$ cat src/rtl/ysyx_22041211_lsu_pkg.sv
// Shared encodings for the load/store unit.
// Define LSU_MISALIGN_CHECK_EN to trap misaligned half/word accesses instead of truncating them.
package ysyx_22041211_lsu_pkg;

    typedef enum logic [1:0] {
        ST_NONE = 2'b00,
        ST_SB   = 2'b01,
        ST_SH   = 2'b10,
        ST_SW   = 2'b11
    } store_e;

    typedef enum logic [2:0] {
        LD_NONE = 3'b000,
        LD_LB   = 3'b001,
        LD_LH   = 3'b010,
        LD_LW   = 3'b011,
        LD_LBU  = 3'b100,
        LD_LHU  = 3'b101
    } load_e;

    typedef enum logic [1:0] {
        S_IDLE,
        S_REQ,
        S_WAIT_RSP,
        S_DONE
    } state_e;

`ifdef LSU_MISALIGN_CHECK_EN
    localparam bit MISALIGN_CHECK = 1'b1;
`else
    localparam bit MISALIGN_CHECK = 1'b0;
`endif

    function automatic logic misaligned(store_e st, load_e ld, logic [1:0] off);
        logic half, word;
        half = (st == ST_SH) || (ld == LD_LH) || (ld == LD_LHU);
        word = (st == ST_SW) || (ld == LD_LW);
        return (half && off[0]) || (word && (off != 2'b00));
    endfunction

endpackage

$ cat src/rtl/ysyx_22041211_lsu_align.sv
// Combinational lane steering: store mask/data placement and load extract/extend.
module ysyx_22041211_lsu_align
    import ysyx_22041211_lsu_pkg::*;
#(
    parameter int DATA_LEN = 32
) (
    input  store_e              st_type,
    input  logic [1:0]          st_off,
    input  logic [DATA_LEN-1:0] st_data,
    output logic [3:0]          wmask,
    output logic [DATA_LEN-1:0] wdata,
    input  load_e               ld_type,
    input  logic [1:0]          ld_off,
    input  logic [DATA_LEN-1:0] rdata,
    output logic [DATA_LEN-1:0] ld_data
);

    logic [DATA_LEN-1:0] sh_b, sh_h;
    logic [7:0]          b;
    logic [15:0]         h;

    always_comb begin
        wmask = 4'b0000;
        wdata = '0;
        case (st_type)
            ST_SB: begin
                wmask = 4'b0001 << st_off;
                wdata = {4{st_data[7:0]}};
            end
            ST_SH: begin
                wmask = st_off[1] ? 4'b1100 : 4'b0011;
                wdata = {2{st_data[15:0]}};
            end
            ST_SW: begin
                wmask = 4'b1111;
                wdata = st_data;
            end
            default: ;
        endcase
    end

    // Half selection only looks at off[1]; the odd-byte bit is dropped.
    assign sh_b = rdata >> {ld_off, 3'b000};
    assign sh_h = rdata >> {ld_off[1], 4'b0000};
    assign b    = sh_b[7:0];
    assign h    = sh_h[15:0];

    always_comb begin
        ld_data = '0;
        case (ld_type)
            LD_LB:   ld_data = {{(DATA_LEN-8){b[7]}}, b};
            LD_LBU:  ld_data = {{(DATA_LEN-8){1'b0}}, b};
            LD_LH:   ld_data = {{(DATA_LEN-16){h[15]}}, h};
            LD_LHU:  ld_data = {{(DATA_LEN-16){1'b0}}, h};
            LD_LW:   ld_data = rdata;
            default: ld_data = '0;
        endcase
    end

endmodule

$ cat src/rtl/ysyx_22041211_lsu.sv
// Load/store unit: valid/ready from execute, req/rsp to data memory, valid/ready to write-back.
// Optional LSU_MISALIGN_CHECK_EN adds misalign_o and skips the bus for misaligned accesses.
module ysyx_22041211_lsu
    import ysyx_22041211_lsu_pkg::*;
#(
    parameter int DATA_LEN = 32,
    parameter int ADDR_LEN = 32
) (
    input  logic                clk,
    input  logic                rst,
    input  logic                in_valid_i,
    output logic                in_ready_o,
    input  logic [ADDR_LEN-1:0] alu_result_i,
    input  logic [DATA_LEN-1:0] store_data_i,
    input  logic [1:0]          store_type_i,
    input  logic [2:0]          load_type_i,
    input  logic                wd_i,
    input  logic [4:0]          wreg_i,
    output logic                mem_req_valid_o,
    input  logic                mem_req_ready_i,
    output logic [ADDR_LEN-1:0] mem_addr_o,
    output logic                mem_wen_o,
    output logic [3:0]          mem_wmask_o,
    output logic [DATA_LEN-1:0] mem_wdata_o,
    input  logic                mem_rsp_valid_i,
    input  logic [DATA_LEN-1:0] mem_rdata_i,
    output logic                wb_valid_o,
    input  logic                wb_ready_i,
    output logic                wb_wd_o,
    output logic [4:0]          wb_wreg_o,
`ifdef LSU_MISALIGN_CHECK_EN
    output logic                misalign_o,
`endif
    output logic [DATA_LEN-1:0] wb_wdata_o
);

    state_e              state, state_nxt;
    load_e               ld_q;
    logic [1:0]          off_q;
    store_e              st_in;
    load_e               ld_in;
    logic                is_mem, mis_in;
    logic [3:0]          st_mask;
    logic [DATA_LEN-1:0] st_wdata, ld_data;

    // A store wins over a simultaneous load; the load half is dropped.
    assign st_in  = store_e'(store_type_i);
    assign ld_in  = (st_in != ST_NONE) ? LD_NONE : load_e'(load_type_i);
    assign is_mem = (st_in != ST_NONE) || (ld_in != LD_NONE);
    assign mis_in = MISALIGN_CHECK && misaligned(st_in, ld_in, alu_result_i[1:0]);

    assign in_ready_o = (state == S_IDLE);

    ysyx_22041211_lsu_align #(.DATA_LEN(DATA_LEN)) u_align (
        .st_type (st_in),
        .st_off  (alu_result_i[1:0]),
        .st_data (store_data_i),
        .wmask   (st_mask),
        .wdata   (st_wdata),
        .ld_type (ld_q),
        .ld_off  (off_q),
        .rdata   (mem_rdata_i),
        .ld_data (ld_data)
    );

    always_ff @(posedge clk) begin
        if (rst) state <= S_IDLE;
        else     state <= state_nxt;
    end

    always_comb begin
        state_nxt = state;
        case (state)
            S_IDLE:     if (in_valid_i) state_nxt = (is_mem && !mis_in) ? S_REQ : S_DONE;
            S_REQ:      if (mem_req_ready_i) state_nxt = S_WAIT_RSP;
            S_WAIT_RSP: if (mem_rsp_valid_i) state_nxt = S_DONE;
            S_DONE:     if (wb_ready_i) state_nxt = S_IDLE;
            default:    state_nxt = S_IDLE;
        endcase
    end

    always_ff @(posedge clk) begin
        if (rst) begin
            ld_q            <= LD_NONE;
            off_q           <= 2'b00;
            mem_req_valid_o <= 1'b0;
            mem_addr_o      <= '0;
            mem_wen_o       <= 1'b0;
            mem_wmask_o     <= 4'b0000;
            mem_wdata_o     <= '0;
            wb_valid_o      <= 1'b0;
            wb_wd_o         <= 1'b0;
            wb_wreg_o       <= 5'd0;
            wb_wdata_o      <= '0;
        end else begin
            case (state)
                S_IDLE: if (in_valid_i) begin
                    ld_q        <= ld_in;
                    off_q       <= alu_result_i[1:0];
                    wb_wd_o     <= wd_i && (st_in == ST_NONE) && !mis_in;
                    wb_wreg_o   <= wreg_i;
                    mem_addr_o  <= {alu_result_i[ADDR_LEN-1:2], 2'b00};
                    mem_wen_o   <= (st_in != ST_NONE);
                    mem_wmask_o <= st_mask;
                    mem_wdata_o <= st_wdata;
                    if (is_mem && !mis_in) begin
                        mem_req_valid_o <= 1'b1;
                    end else begin
                        wb_valid_o <= 1'b1;
                        wb_wdata_o <= is_mem ? '0 : DATA_LEN'(alu_result_i);
                    end
                end
                S_REQ:      if (mem_req_ready_i) mem_req_valid_o <= 1'b0;
                S_WAIT_RSP: if (mem_rsp_valid_i) begin
                    wb_valid_o <= 1'b1;
                    wb_wdata_o <= ld_data;
                end
                S_DONE:     if (wb_ready_i) wb_valid_o <= 1'b0;
                default: ;
            endcase
        end
    end

`ifdef LSU_MISALIGN_CHECK_EN
    always_ff @(posedge clk) begin
        if (rst)                                  misalign_o <= 1'b0;
        else if (state == S_IDLE && in_valid_i)   misalign_o <= mis_in;
        else if (state == S_DONE && wb_ready_i)   misalign_o <= 1'b0;
    end
`endif

endmodule

$ cat config.mk
export PLATFORM = sky130hd
export DESIGN_NAME = ysyx_22041211_lsu
export DESIGN_NICKNAME = d
export VERILOG_FILES = /design/src/rtl/ysyx_22041211_lsu_pkg.sv /design/src/rtl/ysyx_22041211_lsu_align.sv /design/src/rtl/ysyx_22041211_lsu.sv
export SDC_FILE = /design/constraint.sdc
export NUM_CORES = 1
export LEC_CHECK = 0
export CAP_MARGIN = 20
export CORE_ASPECT_RATIO = 1.75
export CORE_MARGIN = 5
export CORE_UTILIZATION = 46
export DETAILED_ROUTE_END_ITERATION = 12
export HOLD_SLACK_MARGIN = 0.02
export PLACE_DENSITY = 0.85
export SYNTH_ARGS = -nofsm -noshare
export SYNTH_HDL_FRONTEND = slang
export SYNTH_SLANG_ARGS = --single-unit
$ cat constraint.sdc
create_clock -name clk -period 2.96 [get_ports clk]
set_clock_uncertainty 0.1 [all_clocks]
set_input_delay 0.592 -clock clk [delete_from_list [all_inputs] [get_ports clk]]
set_output_delay 0.592 -clock clk [all_outputs]
set_load 0.05 [all_outputs]
* Word-level counts from Yosys, hierarchy flattened
Cells that the tools add are included.
** Word-level totals
- Register bits :: 114
- Input bits :: 113
- Output and inout bits :: 110
** Cells by class
- Eq/ne operators :: 17
- Shift operators :: 3
- Muxes and demuxes :: 24
- Reductions and logical operators :: 14
** Operators by type and width (count)
- 32-bit one-hot mux with 5 select lines :: 1
- 32-bit two-way mux :: 3
- 32-bit one-hot mux with 3 select lines :: 1
- 32-bit one-hot mux with 2 select lines :: 1
- 32-bit by 5-bit >> shifter with 16-bit output :: 1
- 32-bit by 5-bit >> shifter with 8-bit output :: 1
- 4-bit one-hot mux with 3 select lines :: 1
- 4-bit AND reduction :: 3
- 2-bit two-way mux :: 5
- 2-bit inequality test (second input constant) :: 5
- 2-bit equality test (second input constant) :: 4
- 2-bit one-hot mux with 4 select lines :: 1
- 1-bit two-way mux :: 7
- 3-bit by 2-bit equality test with 1-bit output (second input constant) :: 2
- 3-bit equality test (second input constant) :: 2
- 2-bit nonzero test :: 3
- 3-bit nonzero test :: 2
- 5-bit AND reduction :: 1
- 2-bit by 1-bit equality test with 1-bit output (second input constant) :: 2
- 2-bit logical NOT :: 2
- 4-bit two-way mux :: 1
- 1-bit by 2-bit left shift with 4-bit output (first input constant) :: 1
- 3-bit by 1-bit equality test with 1-bit output (second input constant) :: 1
- 3-bit two-way mux :: 1
- 6 further kinds :: 6

* Logic depth before layout (Yosys ltp)
Gate-level depths: netlist of the first run.
- Depth after elaboration :: 7
- Gate-level depth with buffers :: 8
- Gate-level depth less buffers :: 7

* By module
Synthesis of the first run repeated with hierarchy kept, for this count alone.
** Second synthesis, totals
- Cell total of the unflattened synthesis :: 762
- Area total of the unflattened synthesis :: 6057.1 µm²
** Modules (own cells, without submodules)
- ysyx_22041211_lsu :: times used 1, cells each 521, area each 4548.1 µm², seq. area each 2282.2 µm²
- ysyx_22041211_lsu_align :: times used 1, cells each 241, area each 1508.9 µm², seq. area each 0.0 µm²

* Worst setup path before layout of the first run
OpenSTA, ideal clock, no wires.
- Kind :: flip-flop to flip-flop
- From :: reg state[0]
- To :: reg wb_wdata_o[16]
- Library setup time :: 0.086 ns
- Data arrival time :: 2.142 ns
- Setup slack :: 0.632 ns
- Stages on the path, launching flop included :: 8
- Buffers on the path :: 1
- Clock period less this slack :: 2.328 ns
- Path through :: dfxtp_1 -> inv_1 -> ha_1 -> mux2i_1 -> nor2_1 -> buf_2 -> nor2_1 -> a211oi_1
** On the way
- Word-level cells in the longest chain between the ends :: 3
- Elaborated cells on any way between the ends :: 8
** Ends and longest elaborated chain
- start: declaration :: line ysyx_22041211_lsu.sv:37 : state_e state, state_nxt;
- start signal: assignment :: line ysyx_22041211_lsu.sv:68 : else state <= state_nxt;
- 2-bit logical NOT (*)
- net in_ready_o :: line ysyx_22041211_lsu.sv:12 : output logic in_ready_o,
- 2-bit inequality test (no line) or 2-bit nonzero test (tied branches)
- 4-bit AND reduction (no line)
- end signal: assignment :: line ysyx_22041211_lsu.sv:110 : wb_wdata_o <= is_mem ? '0 : DATA_LEN'(alu_result_i);
- end signal: assignment :: line ysyx_22041211_lsu.sv:116 : wb_wdata_o <= ld_data;
- end: declaration :: line ysyx_22041211_lsu.sv:34 : output logic [DATA_LEN-1:0] wb_wdata_o
Mark *: on every way through the listed nets, which the timed path passes. The rest lies on a longest branch.
A chain may end at the register's enable or synchronous reset.

* Worst setup path after layout of the first run
- From :: reg state[1]
- To :: out in_ready_o
** On the way
- Word-level cells in the longest chain between the ends :: 1
** Ends and longest elaborated chain
- 2-bit logical NOT :: line ysyx_22041211_lsu.sv:52 : assign in_ready_o = (state == S_IDLE);
- end: declaration :: line ysyx_22041211_lsu.sv:12
Every way passes these cells.

==> flow_metrics.py, run 1 <==
metrics = {
    "status": {
        "status": "completed",
    },
    "die": {
        "io_pins": 223,
        "die_w_um": 91.49,
        "initial_core_util_pct": 46.41,
        "die_area_um2": 13960,
        "rows": 52,
        "coreArea_um2": 11520,
        "die_height_um": 152.6,
    },
    "detailed_routing": {
        "routedWlPerCell_um": 20.40,
        "drtIter0Drc": 380,
        "vias": 5813,
        "viasPerCell": 5.908,
        "drc": 0,
        "totalWireLength_mm": 20.07,
        "first_pass_iters": 7,
        "ant_nets": 0,
    },
    "worst_setup_path": {
        "reg2reg_to": "wb_wdata_o[21]",
        "path_cells": "inv_1 > ha_1 > clkdlybuf4s50_1",
        "crit_arrival_ns": 2.11,
        "crit_path_end_kind": "output pin",
        "max_stage_delay_ns": 0.87,
        "worstPathRequired_ns": 2.27,
        "cp-start-kind": "flip-flop",
        "r2r_start": "state[0]",
        "criticalPathCategory": "reg -> out",
        "critPathLaunch": "state[1]",
        "worst-r2r-cell-count": 7,
        "crit_slowest_cell": "clkdlybuf4s50_1",
        "path_max_fanout": 7,
        "r2r_slack_ns": 0.50,
    },
    "logic_synthesis": {
        "syn-instance-count": 633,
        "ys_async_sr_fraction_pct": 0,
        "synth-simple-area-share_pct": 16.76,
        "yosys_warnings": 0,
        "synth_top_family_by_area": "compound AO/OA/AOI/OAI gates",
        "synth_mux_area_share_pct": 7.701,
        "syn_avg_cell_area_um2": 8.444,
        "synth_ff_type": "dfxtp_1",
        "yosysSeqAreaShare_pct": 42.70,
        "synth_edf_count": 0,
        "synth_fa_ha_area_share_pct": 1.404,
        "synth_compound_area_share_pct": 26.26,
        "synth_cell_type_count": 46,
        "synth_seq_cells": 114,
        "syn_area_um2": 5345,
        "synth-xor-area-share_pct": 0.1639,
    },
    "clock_network": {
        "root_buffer": "clkbuf_16",
        "cts.sinks": 114,
        "clk_path_buf_depth": 2,
        "cts_resized": 0,
        "postCtsHoldBufs": 0,
        "cts.clk_slew.worst_paths_ns": 0.05,
        "cts_buffers": 17,
        "cts_tree": "yes",
        "clock_latency_ns": 0.41,
        "htreeDepth": 4,
        "postCtsSetupRepairBufs": 0,
    },
    "sta": {
        "max_clock_freq_ghz": 0.3569,
        "finalHoldViolCount": 0,
        "holdWs_ns": 0.3548,
        "rsz0062_at_grt": "no",
        "drv_slew": 0,
        "fin_crit_sh_pct": 94.66,
        "setup_viol": 0,
        "maxSlewHeadroom_pct": 38.13,
        "fin_setup_tns_ns": 0,
        "fin_crit_ns": 2.802,
        "worst_pin_slew_ns": 0.9023,
    },
    "final_layout": {
        "fill_cells": 899,
        "fin_nets": 955,
        "finalInstanceArea_um2": 8194,
        "final_layout_size_suffix_gt1_share_pct": 10.38,
        "syn_to_final_growth_pct": 53.30,
        "layout.cells.non_filler": 984,
        "seqCellArea_um2": 2282,
        "multi_input_comb_area_um2": 2813,
    },
    "min_path": {
        "min_to": "mem_addr_o[14]",
        "holdPathStages": 2,
        "hold_path.class": "reg -> reg",
        "hold_start": "mem_addr_o[14]",
    },
    "run": {
        "maxCapViolations": 0,
    },
    "grt": {
        "grt_max_degree": 90,
        "grt_overflow_total": 0,
        "antenna_found_initial": 1,
        "grt_first_pass_wirelength_mm": 31.08,
        "grt_pass1_vias": 5820,
        "track_usage_pct": 28.18,
    },
    "power_and_ir_drop": {
        "p_leak_nw": 2.931,
        "p_per_area_nw_per_um2": 734.7,
        "ir_drop_mv": 0.4777,
        "p_total_mw": 6.020,
    },
    "place": {
        "dpl_cell_area_um2": 7637,
        "portBuffers": 220,
        "hpwl_mm": 15.06,
        "dp.cells": 951,
        "globalplace.congestion": 0.9305,
    },
}
[layout by cell type (no fill, tap or decap), types with 2 or more instances in the layout]
cell type	Yosys	layout
a222oi_1	8	8
o21bai_1	2	2
clkbuf_8	0	2
nand2_1	91	90
nor3b_1	2	2
nand2b_1	2	2
o21ai_1	3	3
a22oi_1	21	21
clkinvlp_4	0	3
conb_1	1	2
clkinv_2	0	5
a31oi_1	2	2
o21ai_0	25	25
clkbuf_1	32	2
mux2i_1	4	4
nor3_1	30	30
nor2_1	66	65
a21o_1	16	16
ha_1	6	6
nor2b_1	6	6
a22o_1	8	8
clkbuf_16	0	17
dfxtp_1	114	114
a221oi_1	34	34
o22ai_1	8	8
inv_1	9	9
buf_4	3	18
clkdlybuf4s50_1	0	219
mux2_2	33	33
a21oi_1	51	51
a211oi_1	19	19
[final cells by class]
type / instances / area share (%)
flip-flops and latches: 114 / 27.85
clock inverters: 10 / 1.054
multi-input cells: 456 / 34.33
diodes: 1 / 0.03054
inverters: 9 / 0.4123
well taps: 135 / 2.061
clock buffers: 21 / 5.619
repair buffers: 238 / 28.65
[kinds of logic (layout without fill, tap and decap cells)]
kind of cell | count (synthesis) | after routing
AND/OR/NAND/NOR | 206 | 206
AO/OA/AOI/OAI | 204 | 204
flip-flops | 114 | 114
buffers and inverters | 64 | 278
multiplexers | 37 | 37
adder cells (fa/ha/maj) | 6 | 6
other | 1 | 3
XOR/XNOR | 1 | 1
[critical path, delay by kind of cell (launching register included)]
family	cells	cell delay (ns)
adders and majority gates	1	0.32
DFF	1	0.34
buffers and inverters	2	1.02
[sequential cells by signal, summed over array words and instances (netlist names), 2 cells and up]
| signal | flops |
|---|---|
| off_q | 2 |
| state | 2 |
| wb_wdata_o | 32 |
| mem_wmask_o | 4 |
| wb_wreg_o | 5 |
| mem_addr_o | 30 |
| ld_q | 3 |
| mem_wdata_o | 32 |
[Yosys cell counts (2+ instances only)]
| library cell | number | area (um^2) |
|---|---|---|
| a211oi_1 | 19 | 142.6 |
| a21o_1 | 16 | 120.1 |
| a21oi_1 | 51 | 255.2 |
| a221oi_1 | 34 | 297.8 |
| a222oi_1 | 8 | 80.08 |
| a22o_1 | 8 | 70.07 |
| a22oi_1 | 21 | 157.7 |
| a31oi_1 | 2 | 12.51 |
| buf_1 | 10 | 37.54 |
| buf_2 | 9 | 45.04 |
| buf_4 | 3 | 22.52 |
| clkbuf_1 | 32 | 120.1 |
| dfxtp_1 | 114 | 2282 |
| ha_1 | 6 | 75.07 |
| inv_1 | 9 | 33.78 |
| mux2_2 | 33 | 371.6 |
| mux2i_1 | 4 | 40.04 |
| nand2_1 | 91 | 341.6 |
| nand2b_1 | 2 | 12.51 |
| nor2_1 | 66 | 247.7 |
| nor2b_1 | 6 | 37.54 |
| nor3_1 | 30 | 150.1 |
| nor3b_1 | 2 | 15.01 |
| o21ai_0 | 25 | 125.1 |
| o21ai_1 | 3 | 15.01 |
| o21bai_1 | 2 | 15.01 |
| o22ai_1 | 8 | 50.05 |
[layer usage]
metal / global-route usage (%) / up-vias / wire (um)
met1: 27.87 / 2762 / 6837
met3: 7.362 / 60 / 1370
met5: 0 / - / 0
met4: 15.40 / 0 / 1074
met2: 52.15 / 277 / 10790
li1: - / 2714 / -
[metrics by stage]
stage / setup slack [ns] / util [%]
after floorplan: 0.6320 / -
after global placement: 0.2341 / 66.32
after detailed placement: 0.1921 / 66.32
after CTS: 0.1488 / 71.07
after global routing: 0.07014 / 71.15
final: 0.1581 / 71.15
[worst max-delay path by stage]
stage                           to  slack (ns)  depth (start not counted)
global route            in_ready_o        0.07                          3
global placement    wb_wdata_o[13]        0.23                          7
floorplan           wb_wdata_o[16]        0.63                          7
detailed placement   wb_wdata_o[9]        0.19                          6
finish                  in_ready_o        0.16                          3
CTS                     in_ready_o        0.15                          3
[report_power, final]
| part | switching (mW) | leakage [nW] | total, mW | internal [mW] |
|---|---|---|---|---|
| logic | 1.44 | 1.73 | 2.23 | 0.788 |
| clock network | 0.719 | 0.264 | 1.90 | 1.18 |
| registers | 0.132 | 0.936 | 1.89 | 1.76 |
| total | 2.29 | 2.93 | 6.02 | 3.73 |
Note: power is estimated with default switching activity, not from simulation.
==> run 2: changes to the inputs <==
--- a/config.mk
+++ b/config.mk
@@ -8,10 +8,12 @@
 export CAP_MARGIN = 20
 export CORE_ASPECT_RATIO = 1.75
 export CORE_MARGIN = 5
-export CORE_UTILIZATION = 46
+export CORE_UTILIZATION = 39
+export CTS_CLUSTER_SIZE = 16
 export DETAILED_ROUTE_END_ITERATION = 12
 export HOLD_SLACK_MARGIN = 0.02
-export PLACE_DENSITY = 0.85
+export PLACE_DENSITY = 0.77
+export SLEW_MARGIN = 20
 export SYNTH_ARGS = -nofsm -noshare
 export SYNTH_HDL_FRONTEND = slang
 export SYNTH_SLANG_ARGS = --single-unit
==> constraint.sdc (replaced) <==
create_clock -name clk -period 2.4 [get_ports clk]
set_clock_uncertainty 0.1 [all_clocks]
set_input_delay 0.48 -clock clk [delete_from_list [all_inputs] [get_ports clk]]
set_output_delay 0.48 -clock clk [all_outputs]
set_load 0.05 [all_outputs]
==> run 2 against run 1 <==
Against the previous run:
- total power up 34%
- utilization is 6.8 points lower
- critical path depth is 2 lower
- first-iteration DRC count shrank 33%
- highest routed layer unchanged
==> flow_metrics.py, run 2 (synthesis gave the netlist of run 1 again) <==
metrics = {
    "worst_setup_path": {
        "worst-r2r-cell-count": 8,
        "crit_family": "buffers and inverters",
        "path_cells": "clkdlybuf4s50_1",
        "criticalPathCategory": "reg -> out",
        "max_stage_delay_ns": 0.89,
        "worstPathRequired_ns": 1.82,
        "crit_slowest_cell": "clkdlybuf4s50_1",
        "r2r_start": "state[1]",
        "r2r_slack_ns": 0.25,
        "path_buf_inv": 1,
        "crit_path_end_kind": "output pin",
        "cp-start-kind": "flip-flop",
        "reg2reg_to": "wb_wdata_o[22]",
        "path_max_fanout": 2,
        "crit_arrival_ns": 1.62,
    },
    "grt": {
        "grt_first_pass_wirelength_mm": 30.53,
        "grt_overflow_total": 0,
        "track_usage_pct": 24.03,
        "grt_max_degree": 96,
        "grt_pass1_vias": 5837,
        "antenna_found_initial": 0,
    },
    "place": {
        "dpl_cell_area_um2": 7986,
        "portBuffers": 220,
        "hpwl_mm": 14.76,
        "dp.cells": 1022,
        "globalplace.congestion": 0.8513,
    },
    "final_layout": {
        "layout_commonest_cell": "clkdlybuf4s50_1",
        "fin_nets": 986,
        "finalInstanceArea_um2": 8662,
        "layout_common_cells": "clkdlybuf4s50_1, dfxtp_1, nand2_1",
        "multi_input_comb_area_um2": 2813,
        "fill_cells": 1159,
        "fin_util_pct": 64.39,
        "n_antenna_cell": 0,
        "final_layout_size_suffix_gt1_share_pct": 13.75,
        "syn_to_final_growth_pct": 62.06,
        "seqCellArea_um2": 2282,
        "layout.cells.non_filler": 1054,
        "top_regs": "mem_wdata_o (32), wb_wdata_o (32), mem_addr_o (30)",
    },
    "detailed_routing": {
        "ant_nets": 0,
        "first_pass_iters": 5,
        "totalWireLength_mm": 20.29,
        "vias": 5834,
        "viasPerCell": 5.535,
        "routedWlPerCell_um": 19.25,
        "drc": 0,
        "drtIter0Drc": 255,
    },
    "min_path": {
        "min_to": "wb_wreg_o[4]",
        "holdPathStages": 2,
        "hold_path.class": "in -> reg",
        "hold_start": "rst",
    },
    "power_and_ir_drop": {
        "p_leak_nw": 3.158,
        "p_total_mw": 8.085,
        "p_per_area_nw_per_um2": 933.4,
        "ir_drop_mv": 0.5875,
    },
    "die": {
        "initial_core_util_pct": 39.73,
        "io_pins": 223,
        "rows": 56,
        "die_height_um": 164.9,
        "die_w_um": 98.50,
        "coreArea_um2": 13450,
        "die_area_um2": 16240,
    },
    "sta": {
        "fin_setup_tns_ns": 0,
        "fin_crit_sh_pct": 91.71,
        "maxSlewHeadroom_pct": 54.23,
        "fin_crit_ns": 2.201,
        "rsz0062_at_grt": "no",
        "setup_viol": 0,
        "finalHoldViolCount": 0,
        "max_clock_freq_ghz": 0.4543,
        "worst_pin_slew_ns": 0.6852,
        "drv_slew": 0,
    },
    "clock_network": {
        "cts_resized": 0,
        "cts_tree": "yes",
        "root_buffer": "clkbuf_16",
        "cts_buffers": 17,
        "postCtsHoldBufs": 0,
        "clk_path_buf_depth": 2,
        "cts.clk_slew.worst_paths_ns": 0.06,
        "postCtsSetupRepairBufs": 0,
        "clock_latency_ns": 0.41,
        "cts.sinks": 114,
        "htreeDepth": 4,
    },
    "run": {
        "maxCapViolations": 0,
    },
    "status": {
        "status": "completed",
    },
}
[run 2: cell count changes in the layout (fill, tap and decap cells not counted), sizes merged]
cell / before / now
buf: 19 / 51
clkbuf: 21 / 20
diode: 1 / 0
inv: 9 / 10
clkinv: 6 / 2
bufinv: 1 / 6
clkdlybuf4s50: 219 / 218
[run 2: layer usage]
layer  vias to the layer above  track usage [%]  part of all wire (%)
met3                        60            6.762                   6.8
met5                         -                0                     0
li1                       2777                -                     -
met4                         0            14.98                   5.7
met1                      2761            23.14                    35
met2                       236            44.45                    52
[run 2: cell type report]
cell class                 instances  area share, %
clock buffer                      20          5.157
clock inverter                    12          2.643
inverter                           9         0.3900
multi-input combinational        456          32.47
sequential                       114          26.35
tap                              174          2.513
timing repair buffer             269          30.48
[run 2: worst register-to-register path, cell delays in order (launching register included)]
cell and delay, ns:
dfxtp_1 0.33, inv_1 0.13, ha_1 0.33, inv_1 0.15
a31oi_1 0.24, nand3b_4 0.18, buf_4 0.20, o21ai_0 0.12
a211oi_1 0.27
[run 2: stage by stage]
step | setup WS, ns | hold slack, ns
after global placement | -0.05622 | 0.3414
after floorplan | 0.07198 | 0.3717
after CTS | 0.1727 | 0.2834
after detailed placement | -0.05355 | 0.3461
final | 0.1990 | 0.3005
after global routing | 0.07406 | 0.2882
[run 2: worst max-delay path by stage]
stage | slack [ns] | end | cells after the start | from
after floorplan | 0.07 | wb_wdata_o[16] | 7 | state[0]
after global placement | -0.06 | mem_wdata_o[24] | 6 | store_type_i[0]
after detailed placement | -0.05 | mem_wdata_o[24] | 6 | store_type_i[0]
after CTS | 0.17 | mem_addr_o[31] | 1 | mem_addr_o[31]
after global routing | 0.07 | wb_wdata_o[20] | 8 | state[1]
final | 0.20 | mem_addr_o[31] | 1 | mem_addr_o[31]
[run 2: power breakdown]
part           leakage (nW)  total [mW]  switching, mW  internal, mW
Combinational          1.91        2.85           1.80          1.05
Sequential            0.936        2.31          0.145          2.16
Clock                 0.317        2.92          0.940          1.98
Total                  3.16        8.09           2.89          5.20
==> run 3: changes to the inputs <==
--- a/config.mk
+++ b/config.mk
@@ -7,7 +7,6 @@
 export LEC_CHECK = 0
 export CAP_MARGIN = 20
 export CORE_ASPECT_RATIO = 1.75
-export CORE_MARGIN = 5
 export CORE_UTILIZATION = 39
 export CTS_CLUSTER_SIZE = 16
 export DETAILED_ROUTE_END_ITERATION = 12
==> run 3 against run 2 <==
Against the previous run:
- hold slack improved by 0.054 ns
- combinational power decreased by 2%
- first-iteration DRC count grew 64%
- critical path type is now reg -> reg
- highest routed layer unchanged
- die area is 13% lower
- non-clock buffer count fell by 13
- utilization is 0.96 points lower
- sequential cell count did not move
- clock power is 11% lower
- critical endpoint is now wb_wdata_o[3]
==> flow_metrics.py, run 3 (synthesis gave the netlist of run 1 again) <==
metrics = {
    "status": {
        "status": "completed",
    },
    "clock_network": {
        "cts.clk_slew.worst_paths_ns": 0.06,
        "clock_latency_ns": 0.41,
        "clk_path_buf_depth": 2,
        "cts.sinks": 114,
        "root_buffer": "clkbuf_16",
        "cts_tree": "yes",
        "postCtsHoldBufs": 0,
        "postCtsSetupRepairBufs": 0,
        "htreeDepth": 4,
        "cts_buffers": 17,
    },
    "grt": {
        "grt_pass1_vias": 5939,
        "use_met3_pct": 6.171,
        "grt_first_pass_wirelength_mm": 30.86,
        "grt_max_degree": 69,
        "met1_usage_pct": 27.59,
        "grt_overflow_total": 0,
        "use_met2_pct": 52.74,
        "antenna_found_initial": 0,
        "track_usage_pct": 28.13,
        "busiest_layer": "met2",
    },
    "final_layout": {
        "finalInstanceArea_um2": 8488,
        "multi_input_comb_area_um2": 2819,
        "top_regs": "mem_wdata_o (32), wb_wdata_o (32), mem_addr_o (30)",
        "fill_cells": 1124,
        "n_antenna_cell": 0,
        "final_layout_size_suffix_gt1_share_pct": 12.80,
        "fin_util_pct": 63.43,
        "fin_nets": 973,
        "layout_common_cells": "clkdlybuf4s50_1, dfxtp_1, nand2_1",
        "seqCellArea_um2": 2282,
        "layout.cells.non_filler": 1041,
        "layout_commonest_cell": "clkdlybuf4s50_1",
        "syn_to_final_growth_pct": 58.80,
    },
    "die": {
        "rows": 56,
        "die_w_um": 90.50,
        "die_height_um": 156.9,
        "initial_core_util_pct": 39.94,
        "die_area_um2": 14200,
        "coreArea_um2": 13380,
        "io_pins": 223,
    },
    "place": {
        "pre_cts_ws_ns": -0.1536,
        "globalplace.congestion": 0.9050,
        "dpl_cell_area_um2": 7874,
        "dp.cells": 1009,
        "portBuffers": 220,
        "hpwl_mm": 14.93,
    },
    "sta": {
        "rsz0062_at_grt": "no",
        "finalHoldViolCount": 0,
        "drv_slew": 0,
        "setup_ws_ns": 0.1706,
        "fin_setup_tns_ns": 0,
        "worst_pin_slew_ns": 0.6705,
        "holdWs_ns": 0.3548,
        "maxSlewHeadroom_pct": 55.14,
        "fin_crit_ns": 2.229,
        "fin_crit_sh_pct": 92.89,
        "max_clock_freq_ghz": 0.4485,
        "setup_viol": 0,
    },
    "worst_setup_path": {
        "crit_arrival_ns": 2.46,
        "path_max_fanout": 16,
        "critPathLaunch": "state[0]",
        "reg2reg_to": "wb_wdata_o[3]",
        "cp-start-kind": "flip-flop",
        "worstPathRequired_ns": 2.63,
        "worst-r2r-cell-count": 7,
        "criticalPathCategory": "reg -> reg",
        "r2r_start": "state[0]",
        "crit_path_end_kind": "flip-flop",
        "crit_end": "wb_wdata_o[3]",
        "r2r_slack_ns": 0.17,
    },
    "detailed_routing": {
        "ant_nets": 0,
        "totalWireLength_mm": 20.07,
        "drtIter0Drc": 417,
        "vias": 5882,
        "viasPerCell": 5.650,
        "first_pass_iters": 7,
        "drc": 0,
        "routedWlPerCell_um": 19.28,
    },
    "power_and_ir_drop": {
        "ir_drop_mv": 0.5851,
        "p_per_area_nw_per_um2": 910.1,
        "p_total_mw": 7.725,
        "p_leak_nw": 3.071,
    },
    "min_path": {
        "hold_path.class": "reg -> reg",
        "hold_start": "mem_addr_o[14]",
    },
    "run": {
        "maxCapViolations": 0,
    },
}
## run 3: cell types whose count changed in the layout (fill, tap and decap cells not counted), moves of 2 or more
cell,delta
buf_4,-11
bufinv_16,-4
clkbuf_1,-2
clkbuf_8,+3
clkinv_2,+2
## run 3: worst max-delay path: stages, from the launching register on
cell and delay (ns):
dfxtp_1 0.38, inv_1 0.11, ha_1 0.32, inv_1 0.16, a31oi_1 0.07, nand3b_4 0.17, a2111o_1 0.57, o21ai_0 0.26
## run 3: report_power, final
| part | switching (mW) | internal [mW] | total (mW) |
|---|---|---|---|
| clock | 0.947 | 1.64 | 2.59 |
| combinational | 1.79 | 1.02 | 2.80 |
| sequential | 0.169 | 2.17 | 2.33 |
## run 3: cell type report
type                            count  share of cell area, %
Tap cell                          174                  2.565
Inverter                            9                 0.3980
Sequential cell                   114                  26.89
Clock buffer                       21                  5.660
Multi-Input combinational cell    456                  33.21
Timing Repair Buffer              256                  29.78
Clock inverter                     11                  1.504
## run 3: what timing repair did
action | CTS | global route
endpoints found under the hold margin | 0 | 0
endpoints found under the setup margin | 0 | 4
gates resized for setup | 0 | 1
## run 3: worst min-delay path by stage
stage,endpoint,slack (ns),cells past startpoint
finish,mem_addr_o[14],0.35,2
global route,mem_addr_o[31],0.37,2
CTS,mem_addr_o[14],0.36,2
detailed placement,mem_addr_o[14],0.35,2
global placement,mem_addr_o[25],0.34,2
floorplan,off_q[0],0.37,2
## run 3: layer usage
metal	part of all wire, %	vias up	routed length [um]
met5	0	-	0
met4	5.0	0	1013
met3	6.4	57	1294
met2	54	305	10890
met1	34	2776	6881
li1	-	2744	-
